**config.mk**
```make
export PLATFORM = sky130hd
export DESIGN_NAME = sa_request_gen
export DESIGN_NICKNAME = d
export VERILOG_FILES = /design/src/rtl/router_pkg.sv /design/src/rtl/credit_counter.sv /design/src/rtl/sa_request_gen.sv
export SDC_FILE = /design/constraint.sdc
export NUM_CORES = 1
export LEC_CHECK = 0
export BUFFER_PORTS_ARGS = -buffer_cell sky130_fd_sc_hd__buf_4
export CORE_UTILIZATION = 50
export DETAILED_ROUTE_END_ITERATION = 6
export MAX_ROUTING_LAYER = met4
export PLACE_DENSITY = 0.82
export RECOVER_POWER = 100
export SYNTH_ARGS = -nofsm -noshare
export SYNTH_HDL_FRONTEND = slang
export SYNTH_SLANG_ARGS = --single-unit
export TNS_END_PERCENT = 10
```
**constraint.sdc**
```tcl
create_clock -name clk -period 3 [get_ports clk]
set_input_delay 0.45 -clock clk [delete_from_list [all_inputs] [get_ports clk]]
set_output_delay 0.45 -clock clk [all_outputs]
set_load 0.1 [all_outputs]
```
**src/rtl/router_pkg.sv**
```systemverilog
// Router-wide constants and types shared by the switch-allocation front end.
// Defaults mirror the router build constants: 5 ports and 4-deep downstream buffers.
package router_pkg;

    localparam int ROUTER_NUM_PORTS = 5;
    localparam int ROUTER_BUF_DEPTH = 4;
    localparam int ROUTER_PORT_W    = $clog2(ROUTER_NUM_PORTS);

    typedef logic [ROUTER_PORT_W-1:0] port_idx_t;

    typedef enum logic [0:0] {
        LOCK_FREE = 1'b0,
        LOCK_HELD = 1'b1
    } lock_state_e;

    localparam int ERR_CREDIT_OVF   = 0;
    localparam int ERR_SPURIOUS_GNT = 1;

    // Counter width able to hold 0..depth inclusive.
    function automatic int credit_w(input int depth);
        return $clog2(depth + 1);
    endfunction

endpackage

```
**src/rtl/credit_counter.sv**
```systemverilog
// Per-output credit counter: starts full, decrements on a grant, increments on a return,
// saturates at BUF_DEPTH and flags any attempt to exceed it.
module credit_counter
    import router_pkg::*;
#(
    parameter int  BUF_DEPTH = ROUTER_BUF_DEPTH,
    localparam int CNT_W     = credit_w(BUF_DEPTH)
) (
    input  logic             clk,
    input  logic             reset,
    input  logic             dec,
    input  logic             inc,
    output logic [CNT_W-1:0] cnt_next,
    output logic             overflow
);

    localparam logic [CNT_W:0] MAX_EXT = BUF_DEPTH[CNT_W:0];

    logic [CNT_W-1:0] cnt_reg;
    logic [CNT_W:0]   sum;

    // One extra bit so a return at full credit is visible before saturation.
    always_comb begin
        sum      = {1'b0, cnt_reg} + {{CNT_W{1'b0}}, inc} - {{CNT_W{1'b0}}, dec};
        overflow = (sum > MAX_EXT);
        cnt_next = overflow ? MAX_EXT[CNT_W-1:0] : sum[CNT_W-1:0];
    end

    always_ff @(posedge clk or negedge reset) begin
        if (!reset) begin
            cnt_reg <= MAX_EXT[CNT_W-1:0];
        end else begin
            cnt_reg <= cnt_next;
        end
    end

endmodule

```
**src/rtl/sa_request_gen.sv**
```systemverilog
// Switch-allocation front end: builds the registered request matrix from head flits,
// credits and packet locks, and turns honoured grants into pops and crossbar selects.
module sa_request_gen
    import router_pkg::*;
#(
    parameter int  NUM_PORTS = ROUTER_NUM_PORTS,
    parameter int  BUF_DEPTH = ROUTER_BUF_DEPTH,
    localparam int PORT_W    = $clog2(NUM_PORTS)
) (
    input  logic                 clk,
    input  logic                 reset,
    input  logic [NUM_PORTS-1:0] head_valid,
    input  logic [PORT_W-1:0]    head_route    [NUM_PORTS],
    input  logic [NUM_PORTS-1:0] head_is_tail,
    input  logic [NUM_PORTS-1:0] credit_return,
    input  logic [NUM_PORTS-1:0] grants        [NUM_PORTS],
    output logic [NUM_PORTS-1:0] requests      [NUM_PORTS],
    output logic [NUM_PORTS-1:0] flit_pop,
    output logic [NUM_PORTS-1:0] xbar_valid,
    output logic [PORT_W-1:0]    xbar_sel      [NUM_PORTS],
    output logic [1:0]           err
);

    localparam int CNT_W = credit_w(BUF_DEPTH);

    logic [NUM_PORTS-1:0] hg        [NUM_PORTS];
    logic [NUM_PORTS-1:0] req_next  [NUM_PORTS];
    logic [NUM_PORTS-1:0] out_hit;
    logic [PORT_W-1:0]    gnt_idx   [NUM_PORTS];
    logic [CNT_W-1:0]     cnt_next  [NUM_PORTS];
    logic [NUM_PORTS-1:0] ovf;
    lock_state_e          lock_reg  [NUM_PORTS];
    lock_state_e          lock_next [NUM_PORTS];
    logic [PORT_W-1:0]    owner_reg [NUM_PORTS];
    logic [PORT_W-1:0]    owner_next[NUM_PORTS];
    logic                 spurious;

    genvar gi;
    generate
        for (gi = 0; gi < NUM_PORTS; gi++) begin : g_in
            assign hg[gi]       = grants[gi] & requests[gi];
            assign flit_pop[gi] = |hg[gi];
        end
    endgenerate

    // Grants the allocator issued against a request we never raised are dropped.
    always_comb begin
        spurious = 1'b0;
        for (int i = 0; i < NUM_PORTS; i++) begin
            spurious = spurious | (|(grants[i] & ~requests[i]));
        end
    end

    always_comb begin
        for (int o = 0; o < NUM_PORTS; o++) begin
            out_hit[o]    = 1'b0;
            gnt_idx[o]    = '0;
            lock_next[o]  = lock_reg[o];
            owner_next[o] = owner_reg[o];
            for (int i = NUM_PORTS - 1; i >= 0; i--) begin
                if (hg[i][o]) begin
                    out_hit[o] = 1'b1;
                    gnt_idx[o] = PORT_W'(i);
                end
            end
            if (out_hit[o]) begin
                if (lock_reg[o] == LOCK_FREE && !head_is_tail[gnt_idx[o]]) begin
                    lock_next[o]  = LOCK_HELD;
                    owner_next[o] = gnt_idx[o];
                end else if (lock_reg[o] == LOCK_HELD && head_is_tail[gnt_idx[o]]) begin
                    lock_next[o] = LOCK_FREE;
                end
            end
        end
    end

    // A popped input drops out for a cycle: its new head is not visible until next cycle.
    always_comb begin
        for (int i = 0; i < NUM_PORTS; i++) begin
            for (int o = 0; o < NUM_PORTS; o++) begin
                req_next[i][o] = head_valid[i]
                               && (head_route[i] == PORT_W'(o))
                               && (cnt_next[o] != '0)
                               && (lock_next[o] == LOCK_FREE || owner_next[o] == PORT_W'(i))
                               && !flit_pop[i];
            end
        end
    end

    generate
        for (gi = 0; gi < NUM_PORTS; gi++) begin : g_out
            credit_counter #(
                .BUF_DEPTH (BUF_DEPTH)
            ) u_credit (
                .clk      (clk),
                .reset    (reset),
                .dec      (out_hit[gi]),
                .inc      (credit_return[gi]),
                .cnt_next (cnt_next[gi]),
                .overflow (ovf[gi])
            );

            always_ff @(posedge clk or negedge reset) begin
                if (!reset) begin
                    lock_reg[gi]   <= LOCK_FREE;
                    owner_reg[gi]  <= '0;
                    requests[gi]   <= '0;
                    xbar_valid[gi] <= 1'b0;
                    xbar_sel[gi]   <= '0;
                end else begin
                    lock_reg[gi]   <= lock_next[gi];
                    owner_reg[gi]  <= owner_next[gi];
                    requests[gi]   <= req_next[gi];
                    xbar_valid[gi] <= out_hit[gi];
                    if (out_hit[gi]) begin
                        xbar_sel[gi] <= gnt_idx[gi];
                    end
                end
            end
        end
    endgenerate

    always_ff @(posedge clk or negedge reset) begin
        if (!reset) begin
            err <= 2'b00;
        end else begin
            if (|ovf) begin
                err[ERR_CREDIT_OVF] <= 1'b1;
            end
            if (spurious) begin
                err[ERR_SPURIOUS_GNT] <= 1'b1;
            end
        end
    end

endmodule

```
Yosys cells after proc, flatten, opt, wreduce, memory -nomap -nowiden:

Cells that the tools add are included.
Widths: inputs -> output; s select.

* input port bits: 57
* bits in registers: 82
* output and inout bits: 52
* word-level logic and storage cells: 382

* magnitude comparators: 10
* add/subtract/negate cells: 10
* reduce and logical (&&, ||, !) cells: 171
* bitwise logic cells: 29
* multiplexer cells: 90
* equal/unequal tests: 40

Operator list (number)
* $mux 3: 40
* $logic_and 1x1->1: 110
* $eq 3x2->1 const B: 20
* $reduce_or 5->1: 11
* $and 5x5->5: 10
* $mux 1: 45
* $eq 3x1->1 const B: 10
* $eq 3x3->1 const B: 10
* $logic_not 3->1: 10
* $logic_or 1x1->1: 25
* $not 5->5: 5
* $add 3x1->4: 5
* $gt 4x3->1 const B: 5
* $lt 3x4->1 const B: 5
* $sub 4x1->4: 5
* $bmux 1 s3: 5
* $reduce_bool 3->1: 5
* $logic_not 1->1: 10
* $not 1->1: 10
* $or 1x1->1: 4

Logic depth before layout (Yosys ltp):

* depth in word-level cells: 16
* mapped depth: 12

By module:

Synthesis repeated with hierarchy kept, for this count alone.

* cell total of the unflattened synthesis: 584
* area, all modules: 5206.2 um^2

Modules (own cells, without submodules)
* sa_request_gen: area an instance 3961.3 um^2, sequential area each 1676.6 um^2, instances 1, cells each 464
* credit_counter: area an instance 249.0 um^2, sequential area each 76.3 um^2, instances 5, cells each 24

Worst setup path before layout:

OpenSTA, ideal clock, no wires.

* kind: flip-flop to flip-flop
* start point: register requests[14] (netlist bit)
* end point: register requests[4] (netlist bit)
* data required time: 2906 ps
* stages on the path, launching flop included: 12
* path buffers: 0
* slack: -446 ps
* data arrival time: 3352 ps
* path through: dfrtp_1 > a22o_1 > nor3_1 > inv_1 > ha_1 > inv_1 > ha_1 > fa_1 > xor2_1 > nor4_1 > or3_1 > a211oi_1

RTL lines
* from (decl): RTL line sa_request_gen.sv:17 `output logic [NUM_PORTS-1:0] requests [NUM_PORTS],`
* from (signal, indexed assignment): RTL line sa_request_gen.sv:113 `requests[gi] <= req_next[gi];`

==> results.md <==
Synthesis:
- Counting every net in the synthesized netlist gives 666.
- The share of synthesized cell area in full adder, half adder and majority cells is 0.0663.
- The share of the yosys chip area belonging to registers is 0.389.
- The gate count of the mapped netlist is 584.
- Yosys printed 0 warnings.
- After synthesis the netlist holds a flip-flop and latch count of 82.
- The synthesized-area fraction occupied by ao, oa, aoi and oai cells is 0.243.
- The cell area after synthesis is 5290 sq um.
- Counting flops with a built-in enable in the synthesized netlist gives 0.
- The mean cell area of the mapped netlist is 9.05 sq um.
- The main flop type after synthesis is sky130_fd_sc_hd__dfrtp_1.
- For this run, asynchronously set or reset flops after synthesis account for 1.00.
- The xor and xnor area share after synthesis is 0.0166.
- The count of cell types in the netlist is 78.
- After synthesis, the share of cell area in mux cells is 0.0147.
- The simple-gate share of the synthesized area is 0.224.
- By area, the combinational part of the netlist is dominated by compound AO/OA/AOI/OAI gates.

Routing:
- The routed via count is 5638.
- The first TritonRoute pass finished after 7 iterations.
- In the routed layout, each cell is associated on average with a via count of 6.29.
- The final routed wire length divided by cell count is 20.6 um.
- The count of nets left with antenna violations once routing finished came out at 0.
- The post-route DRC violation count is 0.
- The routed design has 18500 um of wire.
- The starting DRC count in detailed routing is 608.

Setup path:
- STA classifies the critical path endpoint as a flop.
- The critical path goes through a22oi_1 > and3_1 > inv_1 > ha_1 > inv_1 > ha_1 > fa_1 > xnor2_2 > and3_1 > a2111oi_1.
- The sort of element at the start of the critical path is a flop.
- The start-to-end type of the worst setup path is reg -> reg.
- Along the worst path, the maximum fanout reaches 6.
- The sum of buffers and inverters on the critical path is 2.
- Setup slack on the worst reg-to-reg path comes out at 0.07 ns.
- The library cell contributing the largest single delay on the critical path is sky130_fd_sc_hd__dfrtp_1.
- The cell family with the largest share of critical-path delay is adder cells.
- Data on the critical path arrives at its endpoint at 3.18 ns.
- The required time of the worst setup path is 3.24 ns.
- The largest stage delay on the critical path is 0.48 ns.

Global routing:
- The number of antenna violations at the first check in global routing is 0.
- The total congestion overflow after global routing is 0.
- The number of global-route vias before repair came to 5509.
- The first global-routing pass estimated 28600 um of wire.
- Entering global routing, the biggest net connects 70 pins.
- The total global-route track usage is 0.347.

Cells and area:
- The antenna diode instance count is 0.
- The register with the most flip-flops in the layout has 25 of them.
- The number of nets in the finished design is 837.
- Of the cells placed in the final design, the portion with a size suffix greater than 1 is 0.342.
- The register bank with the most flops is requests.
- Fill cells in the final layout number 838.
- The relative area change from synthesis to final layout is 33.9%.

Floorplan:
- The floorplan has 37 rows.
- The area enclosed by the die boundary is 11000 sq um.
- Pin placement for this block handled 109 I/O pins.
- The vertical extent of the die is 105 um.
- The starting utilization of the core area is 0.514.
- The core outline area is 10300 sq um.
- The horizontal die dimension is 105 um.

Timing:
- The actual slew at the worst max-slew pin is 1.80 ns.
- The count of pins over their slew limit was 70.
- Clock skew on the completed layout was measured at 0.0151 ns.
- The setup TNS after final layout is 0 ns.
- The worst path meets setup with 0.0668 ns of slack.
- The maximum operating frequency is 0.341 GHz.
- The final period utilization is 0.978.
- The final-report hold violation count is 0.
- The post-layout minimum cycle time is 2.93 ns.
- Across all hold checks on the routed design, the worst slack comes to 0.251 ns.
- Measured against its own limit, the worst slew margin works out to -0.203.
- The number of failing setup endpoints in the final timing report is 0.
- Setup repair after global routing could not meet its margin everywhere.

Clocking:
- The tree is rooted in a sky130_fd_sc_hd__clkbuf_8.
- The clock transition at the register clock pins on the worst setup and hold paths after CTS is 0.10 ns.
- TritonCTS built the clock tree.
- For the worst-skew pair, the clock arrives at the later sink with an insertion delay of 0.38 ns.
- The number of clock sinks is 82.
- Buffers inserted to repair hold after CTS numbered 0.
- In this run, CTS created clock tree buffers numbering 9.
- The H-tree generated during clock tree synthesis spans 3 levels.
- The clock tree buffer depth is 2.

Placed design:
- At the placement stage, the worst setup path has a slack of -0.288 ns.
- The HPWL after detailed placement is 14200 um.
- The final weighted congestion in routability-driven placement is 0.981.
- Port buffering added 108 buffers.

Run status:
- The final reports fail on capacitance limit, slew limit.
- The flow ran to the end, but the final reports show violations.

Power:
- Dividing total power by cell area gives a power density of 818 nW/um^2.
- The maximum vdd ir drop is 0.000809 V.
- For this design the static power due to leakage is 0.00332 uW.
- The total power after layout is 5790 uW.

Job:
- Max-cap violations in this run came to 1.

Min path:
- The tightest min-delay check is of the in -> reg type.
-- cells by family after synthesis --
group | after synthesis
flops | 82
xor+xnor | 10
fa+ha+maj | 25
mux | 7
buf+inv | 63
simple gates | 225
compound gates | 172
-- Yosys cell counts (6+ instances only) --
cell                        number  area (sq um)
sky130_fd_sc_hd__dfrtp_1        77          1930
sky130_fd_sc_hd__nand2_1        65           244
sky130_fd_sc_hd__inv_1          61           229
sky130_fd_sc_hd__nor2_1         44           165
sky130_fd_sc_hd__a21oi_1        23           115
sky130_fd_sc_hd__o21ai_0        23           115
sky130_fd_sc_hd__ha_1           20           250
sky130_fd_sc_hd__and2_1         18           113
sky130_fd_sc_hd__and3_1         15          93.8
sky130_fd_sc_hd__nor3_1         13          65.1
sky130_fd_sc_hd__nand3_1        12          60.1
sky130_fd_sc_hd__o22ai_1        12          75.1
sky130_fd_sc_hd__a31oi_1        11          68.8
sky130_fd_sc_hd__a22oi_1        10          75.1
sky130_fd_sc_hd__or3_1          10          62.6
sky130_fd_sc_hd__a22o_1          9          78.8
sky130_fd_sc_hd__xnor2_1         9          78.8
sky130_fd_sc_hd__a211oi_1        8          60.1
sky130_fd_sc_hd__nand3b_1        8          60.1
sky130_fd_sc_hd__a2111oi_0       7          61.3
sky130_fd_sc_hd__a21o_1          7          52.6
sky130_fd_sc_hd__nor4_1          7          43.8
sky130_fd_sc_hd__o31ai_1         7          52.6
sky130_fd_sc_hd__a221oi_1        6          52.6
sky130_fd_sc_hd__a222oi_1        6          60.1
sky130_fd_sc_hd__nor3b_1         6          45.0
-- what timing repair did --
action	4_1_cts	5_1_grt
endpoints found under the setup margin	9	21
pin swaps	6	9
buffers inserted	0	5
resized for setup	8	27
-- cells in the final DEF, fill, tap and decap left out, drive strengths merged, types with 3 or more instances in the layout --
| cell type | n |
|---|---|
| a22o | 11 |
| and3 | 16 |
| o21a | 5 |
| fa | 5 |
| a31oi | 11 |
| and2 | 20 |
| a221oi | 6 |
| dfrtp | 77 |
| nor4 | 7 |
| inv | 62 |
| a2111oi | 8 |
| or3 | 11 |
| xnor2 | 9 |
| buf | 156 |
| nand3 | 12 |
| a21oi | 23 |
| nor3b | 6 |
| o31ai | 8 |
| nand2 | 66 |
| a22oi | 12 |
| ha | 20 |
| and3b | 3 |
| a222oi | 6 |
| nor3 | 13 |
| or4b | 3 |
| o21ai | 27 |
| nor2 | 44 |
| a21o | 7 |
| clkbuf | 17 |
| a211oi | 9 |
| a311oi | 5 |
| a31o | 3 |
| nand3b | 8 |
| mux2 | 6 |
| dfstp | 5 |
| o22ai | 12 |
-- where the power goes --
group          leakage (uW)  switching [uW]  internal [uW]
registers           0.00103             229           1380
logic               0.00220            2250           1100
clock network     0.0000901             445            390
total               0.00332            2920           2870
-- through the flow --
stage	utilization	instance area (sq um)	cells
6_report	0.689	7080	896
5_1_grt	0.689	7080	896
4_1_cts	0.676	6940	891
3_5_place_dp	0.654	6720	875
3_3_place_gp	0.654	6720	875
2_1_floorplan	-	5390	584
-- path summary, 6_finish.rpt --
kind	from	to	cells past startpoint
max	requests[5]	requests[10]	10
min	head_route[7]	requests[11]	2
max reg2reg	requests[5]	requests[10]	10
min reg2reg	xbar_sel[2]	xbar_sel[2]	1
max in group asynchronous	reset	requests[13]	1
min in group asynchronous	reset	requests[5]	1
-- routing by layer --
layer / track usage / up-vias / share of wire
met5: - / - / 0
met4: 0.168 / 0 / 0.042
met2: 0.532 / 348 / 0.47
met1: 0.456 / 2696 / 0.40
met3: 0.0462 / 80 / 0.089
li1: - / 2514 / -
-- layout make-up --
cell class,count,area [sq um],share of cell area
multi-input combinational,439,3190,0.451
sequential,82,2100,0.296
clock buffer,11,131,0.0186
inverter,61,229,0.0323
clock inverter,5,62.6,0.00884
tap,136,170,0.0240
timing repair buffer,162,1200,0.169
-- worst reg2reg max path: cells and delay by family (launching register included) --
kind,cells,cell delay (ns)
DFF,1,0.48
xor gates and xnor gates,1,0.19
buffers and inverters,2,0.10
AOI/OAI and AO/OA,2,0.63
adders and majority gates,3,0.93
and+or+nand+nor,2,0.48
Power figures use the tool's default switching activity.
